File: src/rtl/mips_pkg.sv
// Shared definitions for the 5-stage MIPS core.
//   - LD_*     : load-type encodings carried on m_ld_type
//   - WD_*     : write-back source encodings carried on m_wd_sel
//   - RESET_PC : PC value held in pipeline registers after reset or flush
//   - w_regs_t : field bundle held in the M->W pipeline register
package mips_pkg;

    localparam logic [2:0] LD_LW  = 3'd0;
    localparam logic [2:0] LD_LB  = 3'd1;
    localparam logic [2:0] LD_LBU = 3'd2;
    localparam logic [2:0] LD_LH  = 3'd3;
    localparam logic [2:0] LD_LHU = 3'd4;

    localparam logic [1:0] WD_ALU = 2'd0;
    localparam logic [1:0] WD_MEM = 2'd1;
    localparam logic [1:0] WD_PC8 = 2'd2;

    localparam logic [31:0] RESET_PC = 32'h0000_0000;

    typedef struct packed {
        logic        valid;
        logic [31:0] pc;
        logic        reg_we;
        logic [4:0]  a3;
        logic [1:0]  wd_sel;
        logic [31:0] alu_res;
        logic [31:0] dm_rdata;
        logic [2:0]  ld_type;
        logic [1:0]  addr_lo;
    } w_regs_t;

endpackage

File: src/rtl/load_ext.sv
// Load data extraction and extension.
// Ports:
//   rdata_i   : raw aligned 32-bit word from data memory
//   addr_lo_i : low two bits of the byte address
//   ld_type_i : load type (LD_* encodings; unknown codes behave as LW)
//   ext_o     : extracted, sign- or zero-extended 32-bit result
module load_ext
    import mips_pkg::*;
(
    input  logic [31:0] rdata_i,
    input  logic [1:0]  addr_lo_i,
    input  logic [2:0]  ld_type_i,
    output logic [31:0] ext_o
);

    logic [7:0]  byte_sel;
    logic [15:0] half_sel;

    always_comb begin
        byte_sel = rdata_i[{addr_lo_i, 3'b000} +: 8];
        // Halfword loads are assumed aligned; addr_lo_i[0] is ignored.
        half_sel = addr_lo_i[1] ? rdata_i[31:16] : rdata_i[15:0];

        case (ld_type_i)
            LD_LB:   ext_o = {{24{byte_sel[7]}}, byte_sel};
            LD_LBU:  ext_o = {24'h000000, byte_sel};
            LD_LH:   ext_o = {{16{half_sel[15]}}, half_sel};
            LD_LHU:  ext_o = {16'h0000, half_sel};
            default: ext_o = rdata_i;
        endcase
    end

endmodule

File: src/rtl/mw_wb_stage.sv
// M->W pipeline register and write-back datapath.
// Captures M-stage results each rising edge (priority reset > flush > stall > load), extracts
// and extends load data, selects write-back data, and drives the register-file write port.
// Ports:
//   clk, reset           : clock; synchronous active-high reset
//   stall, flush         : hold all W registers / load a bubble (flush wins)
//   m_*                  : M-stage instruction fields
//   w_pc/w_we/w_a3/w_wd  : register-file write port (WPC, WE3, A3, WD3)
//   w_fwd_a3/w_fwd_wd    : forwarding address (0 when no write) and data
//   w_retired            : count of valid instructions captured into W (wraps)
module mw_wb_stage
    import mips_pkg::*;
#(
    parameter logic [31:0] PC8_OFFSET = 32'd8,
    parameter int unsigned CNT_W      = 32
) (
    input  logic             clk,
    input  logic             reset,
    input  logic             stall,
    input  logic             flush,
    input  logic             m_valid,
    input  logic [31:0]      m_pc,
    input  logic             m_reg_we,
    input  logic [4:0]       m_a3,
    input  logic [1:0]       m_wd_sel,
    input  logic [31:0]      m_alu_res,
    input  logic [31:0]      m_dm_rdata,
    input  logic [2:0]       m_ld_type,
    output logic [31:0]      w_pc,
    output logic             w_we,
    output logic [4:0]       w_a3,
    output logic [31:0]      w_wd,
    output logic [4:0]       w_fwd_a3,
    output logic [31:0]      w_fwd_wd,
    output logic [CNT_W-1:0] w_retired
);

    localparam logic [CNT_W-1:0] CntOne = {{(CNT_W-1){1'b0}}, 1'b1};

    w_regs_t          w_q, w_d, bubble;
    logic [CNT_W-1:0] cnt_q, cnt_d;
    logic [31:0]      ld_data;

    always_comb begin
        bubble    = '0;
        bubble.pc = RESET_PC;
    end

    // Next-state: flush beats stall; the counter only advances on a real load of a valid instr.
    always_comb begin
        w_d   = w_q;
        cnt_d = cnt_q;
        if (flush) begin
            w_d = bubble;
        end else if (!stall) begin
            w_d.valid    = m_valid;
            w_d.pc       = m_pc;
            w_d.reg_we   = m_reg_we;
            w_d.a3       = m_a3;
            w_d.wd_sel   = m_wd_sel;
            w_d.alu_res  = m_alu_res;
            w_d.dm_rdata = m_dm_rdata;
            w_d.ld_type  = m_ld_type;
            w_d.addr_lo  = m_alu_res[1:0];
            if (m_valid) begin
                cnt_d = cnt_q + CntOne;
            end
        end
    end

    always_ff @(posedge clk) begin
        if (reset) begin
            w_q   <= bubble;
            cnt_q <= '0;
        end else begin
            w_q   <= w_d;
            cnt_q <= cnt_d;
        end
    end

    load_ext u_load_ext (
        .rdata_i   (w_q.dm_rdata),
        .addr_lo_i (w_q.addr_lo),
        .ld_type_i (w_q.ld_type),
        .ext_o     (ld_data)
    );

    always_comb begin
        case (w_q.wd_sel)
            WD_ALU:  w_wd = w_q.alu_res;
            WD_MEM:  w_wd = ld_data;
            WD_PC8:  w_wd = w_q.pc + PC8_OFFSET;
            default: w_wd = 32'h0000_0000;
        endcase
    end

    // $0 is hard-wired zero, so a write to it is suppressed entirely.
    assign w_we      = w_q.valid & w_q.reg_we & (w_q.a3 != 5'd0);
    assign w_pc      = w_q.pc;
    assign w_a3      = w_q.a3;
    assign w_fwd_a3  = w_we ? w_q.a3 : 5'd0;
    assign w_fwd_wd  = w_wd;
    assign w_retired = cnt_q;

endmodule

File: config.mk
export PLATFORM = sky130hd
export DESIGN_NAME = mw_wb_stage
export DESIGN_NICKNAME = d
export VERILOG_FILES = /design/src/rtl/mips_pkg.sv /design/src/rtl/load_ext.sv /design/src/rtl/mw_wb_stage.sv
export SDC_FILE = /design/constraint.sdc
export NUM_CORES = 1
export LEC_CHECK = 0
export BUFFER_PORTS_ARGS = -buffer_cell sky130_fd_sc_hd__buf_4
export CELL_PAD_IN_SITES_DETAIL_PLACEMENT = 1
export CELL_PAD_IN_SITES_GLOBAL_PLACEMENT = 1
export CORE_AREA = 8 8 153 169
export CTS_CLUSTER_DIAMETER = 50
export CTS_CLUSTER_SIZE = 24
export DETAILED_ROUTE_END_ITERATION = 10
export DIE_AREA = 0 0 161 177
export PLACE_DENSITY_LB_ADDON = 0.1
export SLEW_MARGIN = 20
export SYNTH_ARGS = -nofsm -noshare
export SYNTH_HDL_FRONTEND = slang
export SYNTH_SLANG_ARGS = --single-unit
File: constraint.sdc
create_clock -name clk -period 2 [get_ports clk]
set_input_delay 0.3 -clock clk [delete_from_list [all_inputs] [get_ports clk]]
set_output_delay 0.3 -clock clk [all_outputs]
set_load 0.1 [all_outputs]
## After elaboration in Yosys (flattened, before gate mapping)

Cells that the tools add are included.

| storage, ports and cells | value |
|---|---|
| register bits after elaboration | 142 |
| bits of input ports | 112 |
| output and inout port bits | 139 |
| logic and storage cells | 31 |

| cells by class | value |
|---|---|
| $add $sub $neg | 2 |
| eq/ne operators | 6 |
| shifts and indexed selects | 1 |
| multiplexer cells | 4 |
| bitwise operators | 4 |
| reduce and logical (&&, ||, !) cells | 4 |

Operators with widths:

| cell | count |
|---|---|
| 32-bit one-hot mux with 4 select lines | 1 |
| 32-bit one-hot mux with 3 select lines | 1 |
| 32-bit by 1-bit adder with 32-bit output (second input constant) | 1 |
| 32-bit by 4-bit adder with 32-bit output (second input constant) | 1 |
| 32-bit by 6-bit indexed part select with 8-bit output | 1 |
| 16-bit two-way mux | 1 |
| 3-bit by 2-bit == test with 1-bit output (second input constant) | 2 |
| 5-bit two-way mux | 1 |
| 5-bit nonzero test | 1 |
| 3-bit by 1-bit == test with 1-bit output (second input constant) | 1 |
| 3-bit == test (second input constant) | 1 |
| 3-bit AND reduction | 1 |
| 1-bit bitwise AND | 2 |
| 2-bit by 1-bit == test with 1-bit output (second input constant) | 1 |
| 2-bit == test (second input constant) | 1 |
| 2-bit logical NOT | 1 |
| 1-bit inverter | 2 |
| 2-bit OR reduction | 1 |

## Longest topological paths before layout

| depth | value |
|---|---|
| word-level depth | 3 |
| depth in mapped cells | 9 |
| depth with buffers taken out | 6 |

## Hierarchy

Synthesis repeated with hierarchy kept, for this count alone.

| unflattened totals | value |
|---|---|
| cell total of the unflattened synthesis | 909 |
| area total of the unflattened synthesis | 7990.2 µm² |

Modules (own cells, without submodules):

| module | instances | cells each | area each (µm²) | sequential area each (µm²) |
|---|---|---|---|---|
| mw_wb_stage | 1 | 789 | 7140.6 | 2802.7 |
| load_ext | 1 | 120 | 849.6 | 0.0 |

## Worst setup path before layout

Ideal clock, no wire load.

| timing path | value |
|---|---|
| kind | reg2out |
| from | reg w_q, in the netlist w_pc[6] |
| to | out w_wd[25] |
| arrival time | 4202 ps |
| required time | 1700 ps |
| setup slack | -2502 ps |
| stages on the path, launching flop included | 7 |
| buffers on the path | 1 |
| cells stage by stage | dfxtp_1 > nand4_2 > nor4_4 > nand4_1 > xor2_1 > o21ai_0 > buf_4 |

| on the way | value |
|---|---|
| longest elaborated chain between the ends | 2 |

Ends and longest elaborated chain:

| item | line | source |
|---|---|---|
| from (decl) | mw_wb_stage.sv:40 | `w_regs_t w_q, w_d, bubble;` |
| from (signal assigned) | mw_wb_stage.sv:73 | `w_q <= bubble;` |
| from (signal assigned) | mw_wb_stage.sv:76 | `w_q <= w_d;` |
| 32-bit by 4-bit adder with 32-bit output | mw_wb_stage.sv:92 | `WD_PC8: w_wd = w_q.pc + PC8_OFFSET;` |
| 32-bit one-hot mux with 3 select lines | mw_wb_stage.sv:89 | `case (w_q.wd_sel)` |
| to (decl) | mw_wb_stage.sv:32 | `output logic [31:0] w_wd,` |

No other way between the ends.

## Worst setup path after layout

| timing path | value |
|---|---|
| from | reg w_q, in the netlist w_pc[6] |
| to | out w_fwd_wd[29] |

| on the way | value |
|---|---|
| longest elaborated chain between the ends | 2 |

Ends and longest elaborated chain:

| item | line | source |
|---|---|---|
| 32-bit by 4-bit adder with 32-bit output | mw_wb_stage.sv:92 |  |
| 32-bit one-hot mux with 3 select lines | mw_wb_stage.sv:89 |  |
| to (decl) | mw_wb_stage.sv:34 | `output logic [31:0] w_fwd_wd,` |

No other way between the ends.

==> summary by stage <==
Run status
The run finished, with violations left. The checks that failed: setup timing.

Setup path
STA puts the critical path data required time at 1.70 ns. The arrival time reported for the critical path endpoint is 2.39 ns. Along the worst path, the maximum fanout reaches 6. The worst register-to-register path has a setup slack of about 0.21 ns. The endpoint of the worst register-to-register path is w_retired[31].

The startpoint class of the critical path is a flop. In this run the critical register-to-register path is launched from w_retired[5]. The worst setup path is of the flop to primary output kind.

For the worst flop-to-flop path, the logic depth is 5. The type of element capturing the critical path is a primary output.

Synth
After synthesis, the share of flip-flops with an asynchronous set or reset is 0%. The sequential element share of the synthesized area is 36.4%. The cell count after synthesis is 884. Of the total synthesized cell area, the portion taken by XOR and XNOR cells is 6.25%. Summed over all instances, the cell type with the most area after synthesis is dfxtp_1. A synthesized cell averages a little under 9 sq um. The adder-cell area share of the yosys netlist is less than 1%. In this run, synthesis inferred 0 flip-flops with an integrated enable. After synthesis the netlist holds a flip-flop and latch count of between 100 and 150. The leading register cell type out of synthesis is dfxtp_1. The multiplexer area fraction after synthesis is 17.5%. In this run the cell area of the synthesized design comes to 7700 sq um. Of the total synthesized cell area, the portion taken by AND, OR, NAND and NOR gates is 19.4%. The area fraction in compound gates after synthesis is between 9 and 10%. After synthesis, the netlist uses 58 different library cells. The most common cell in the synthesized netlist is nor2_1.

By area the synthesized netlist is led by dfxtp_1 (36%), mux2i_1 (17%), nor2_1 (8.4%). The share of synthesized area in the top cell type comes to between 30% and 40%. By area, the combinational part of the netlist is dominated by simple AND/OR/NAND/NOR gates.

The count of warnings emitted by yosys is 0. The commonest cells after synthesis are nor2_1 (173), dfxtp_1 (140), mux2i_1 (131). The number of nets produced by synthesis is 998.

Global routing
The total track usage is a little over a fifth. The first global-routing pass estimated 49.0 mm of wire. Entering global routing, the biggest net connects 71 pins. The via count of the first global-routing pass is 8288.

The initial antenna violation count is 1. The global-route congestion overflow total is 0.

Placement
The post-DP HPWL is 22.6 mm. The global placer's final weighted congestion is ~0.84. The port buffer count is 250. The post-place instance area is 10700 sq um.

Drt
For this run, design rule violations remaining after detail routing come to 0. The number of vias in the routed layout is around 7.6k. Dividing the detail-routed via count by the number of cells gives 5.07. The count of nets left with antenna violations after detail routing is 0. The average detailed-routed wire length per instance is 21.7 um. Wires add up to 32.4 mm.

Before antenna repair, the detailed router went through 4 iterations. The detailed router finished its first iteration with 336 violations.

Clock network
The tree built by TritonCTS fans out to 140 sinks. The TritonCTS clock tree is built. Clock-pin slew was measured on the worst setup and hold paths at 0.07 ns. The later-pin clock latency in the skew report is 0.43 ns. The H-tree was split into 4 levels. The number of hold-repair buffers added at the cts stage is 0. The tree is rooted in a clkbuf_16. The number of clock buffers added by TritonCTS is 17. No sink is reached through more buffers than the 2 on the longest clock path.

Hold path
The worst hold path passes through 3 cells. The path with the worst hold slack has its endpoint at w_pc[28]. The worst min-delay path category is input port to flop. The worst hold path begins at m_pc[28].

Floorplanning
251 I/O pins were placed. The die is 161 um wide. The effective utilization at floorplan is between 30% and 40%.

The row count is approximately 60. The floorplan step defined a die boundary enclosing 28500 sq um. The core region is 23200 sq um. The die height is 177 um.

STA
Setup repair after global routing could not meet its margin everywhere. The worst clock skew is 0.0135 ns. After routing, the total negative slack on setup checks comes to -37.40 ns.

After layout, the worst setup slack is -0.694 ns. Setup violations remaining at the end of the flow were counted as 64. Based on the critical path, the design can be clocked at up to roughly 370 MHz. The share of the cycle needed by the critical path after routing is 135%. The worst slew slack as a fraction of its limit is 54.6%. The number of hold violations in the final report is 0. The actual transition at the worst max-transition pin is 0.681 ns.

The final count of pins violating max slew was 0. The time the final worst path needs with I/O delays and setup is 2.69 ns.

Job
Max-cap violations in this run came to 0.

Finish
The post-synthesis to final-layout area growth is 70.7%. The fraction of final layout cells sized beyond drive strength 1 is 51.4%. The finished layout cell area is 13200 sq um.

The net count of the finished layout is 1289.

Pwr
The largest vdd supply drop is 0.571 mV. The analysis attributes to cell leakage a power of around 0.0055 uW. The power density over cell area is ~610 nW/um^2.
cell usage in the layout (no fill, tap or decap), types with 9 or more instances in the layout:
master       n
clkbuf_16   17
a22oi_2     10
a21oi_1      9
buf_4      278
a32o_1      12
nand3_1     14
nand4_1     13
nand2_1     21
buf_12      76
dfxtp_4     18
o21ai_4     17
nor2_1     165
buf_6       35
dfxtp_1    100
mux2i_1    123
inv_1        9
xnor2_1     28
xor2_1      11
dfxtp_2     22
and3_1       9
nor3_1       9
o21ai_0     12
xor2_2      11
layer usage:
metal	track usage (%)	part of all wire (%)	vias to the layer above
met1	24.9	40	3717
met4	6.64	1.8	0
met3	5.33	5.1	35
met2	39.8	53	216
met5	0	0	-
li1	-	-	3606
critical path, stage by stage (launching register included):
cell and delay (ns):
dfxtp_2 0.35, nand4_4 0.16, nor4_4 0.36, buf_6 0.17, buf_12 0.11, nand4_1 0.13
xor2_1 0.19, o21ai_4 0.18, buf_6 0.13, buf_12 0.16
cell type report:
type	count	area, sq um
sequential	140	2900
multi-input combinational	610	5160
clock buffer	18	429
antenna	1	2.50
inverter	11	46.3
clock inverter	14	110
tap	305	382
timing repair buffer	395	4120
fill	2527	10000
flip-flops by register name, indices dropped and copies added, names as in the netlist:
name,cells
w_retired,32
w_pc,32
w_a3,5
w_q,71
kinds of logic (layout without fill, tap and decap cells):
family | after synthesis | in the layout
buffers and inverters | 134 | 438
adder cells (fa/ha/maj) | 3 | 3
multiplexers | 134 | 134
AND/OR/NAND/NOR | 308 | 308
flip-flops | 140 | 140
AO/OA/AOI/OAI | 110 | 110
other | 0 | 1
XOR/XNOR | 55 | 55
stage by stage:
stage / utilization [%] / setup slack, ns / hold WS, ns / cells / total power (uW)
after floorplan: - / -1.64 / 0.443 / 884 / 4290
after global placement: 46.2 / -0.350 / 0.473 / 1424 / 4670
after detailed placement: 46.2 / -0.365 / 0.481 / 1424 / 4680
after CTS: 55.0 / -0.705 / 0.0841 / 1485 / 8000
after global routing: 56.7 / -0.810 / 0.0985 / 1494 / 8270
final: 56.7 / -0.694 / 0.102 / 1494 / 7990
what timing repair did:
| action | in CTS | in global routing |
|---|---|---|
| setup endpoints to repair | 64 | 64 |
| pin swaps | 50 | 26 |
| cloned | 3 | 0 |
| gates resized for setup | 288 | 68 |
| setup buffers | 28 | 13 |
report_power, final:
part,switching (uW),leakage [uW],internal [uW]
Combinational,1250,0.00410,813
Sequential,77.1,0.00116,2840
Clock,1400,0.000258,1610
worst max-delay path by stage:
stage                        start      endpoint  slack (ns)
after floorplan            w_pc[4]      w_wd[17]       -1.64
after global placement     w_pc[3]  w_fwd_wd[31]       -0.35
after detailed placement  w_pc[14]      w_wd[16]       -0.36
after CTS                  w_pc[6]  w_fwd_wd[31]       -0.71
after global routing       w_pc[6]  w_fwd_wd[22]       -0.81
final                      w_pc[6]  w_fwd_wd[29]       -0.69
Note: power is estimated with default switching activity, not from simulation.
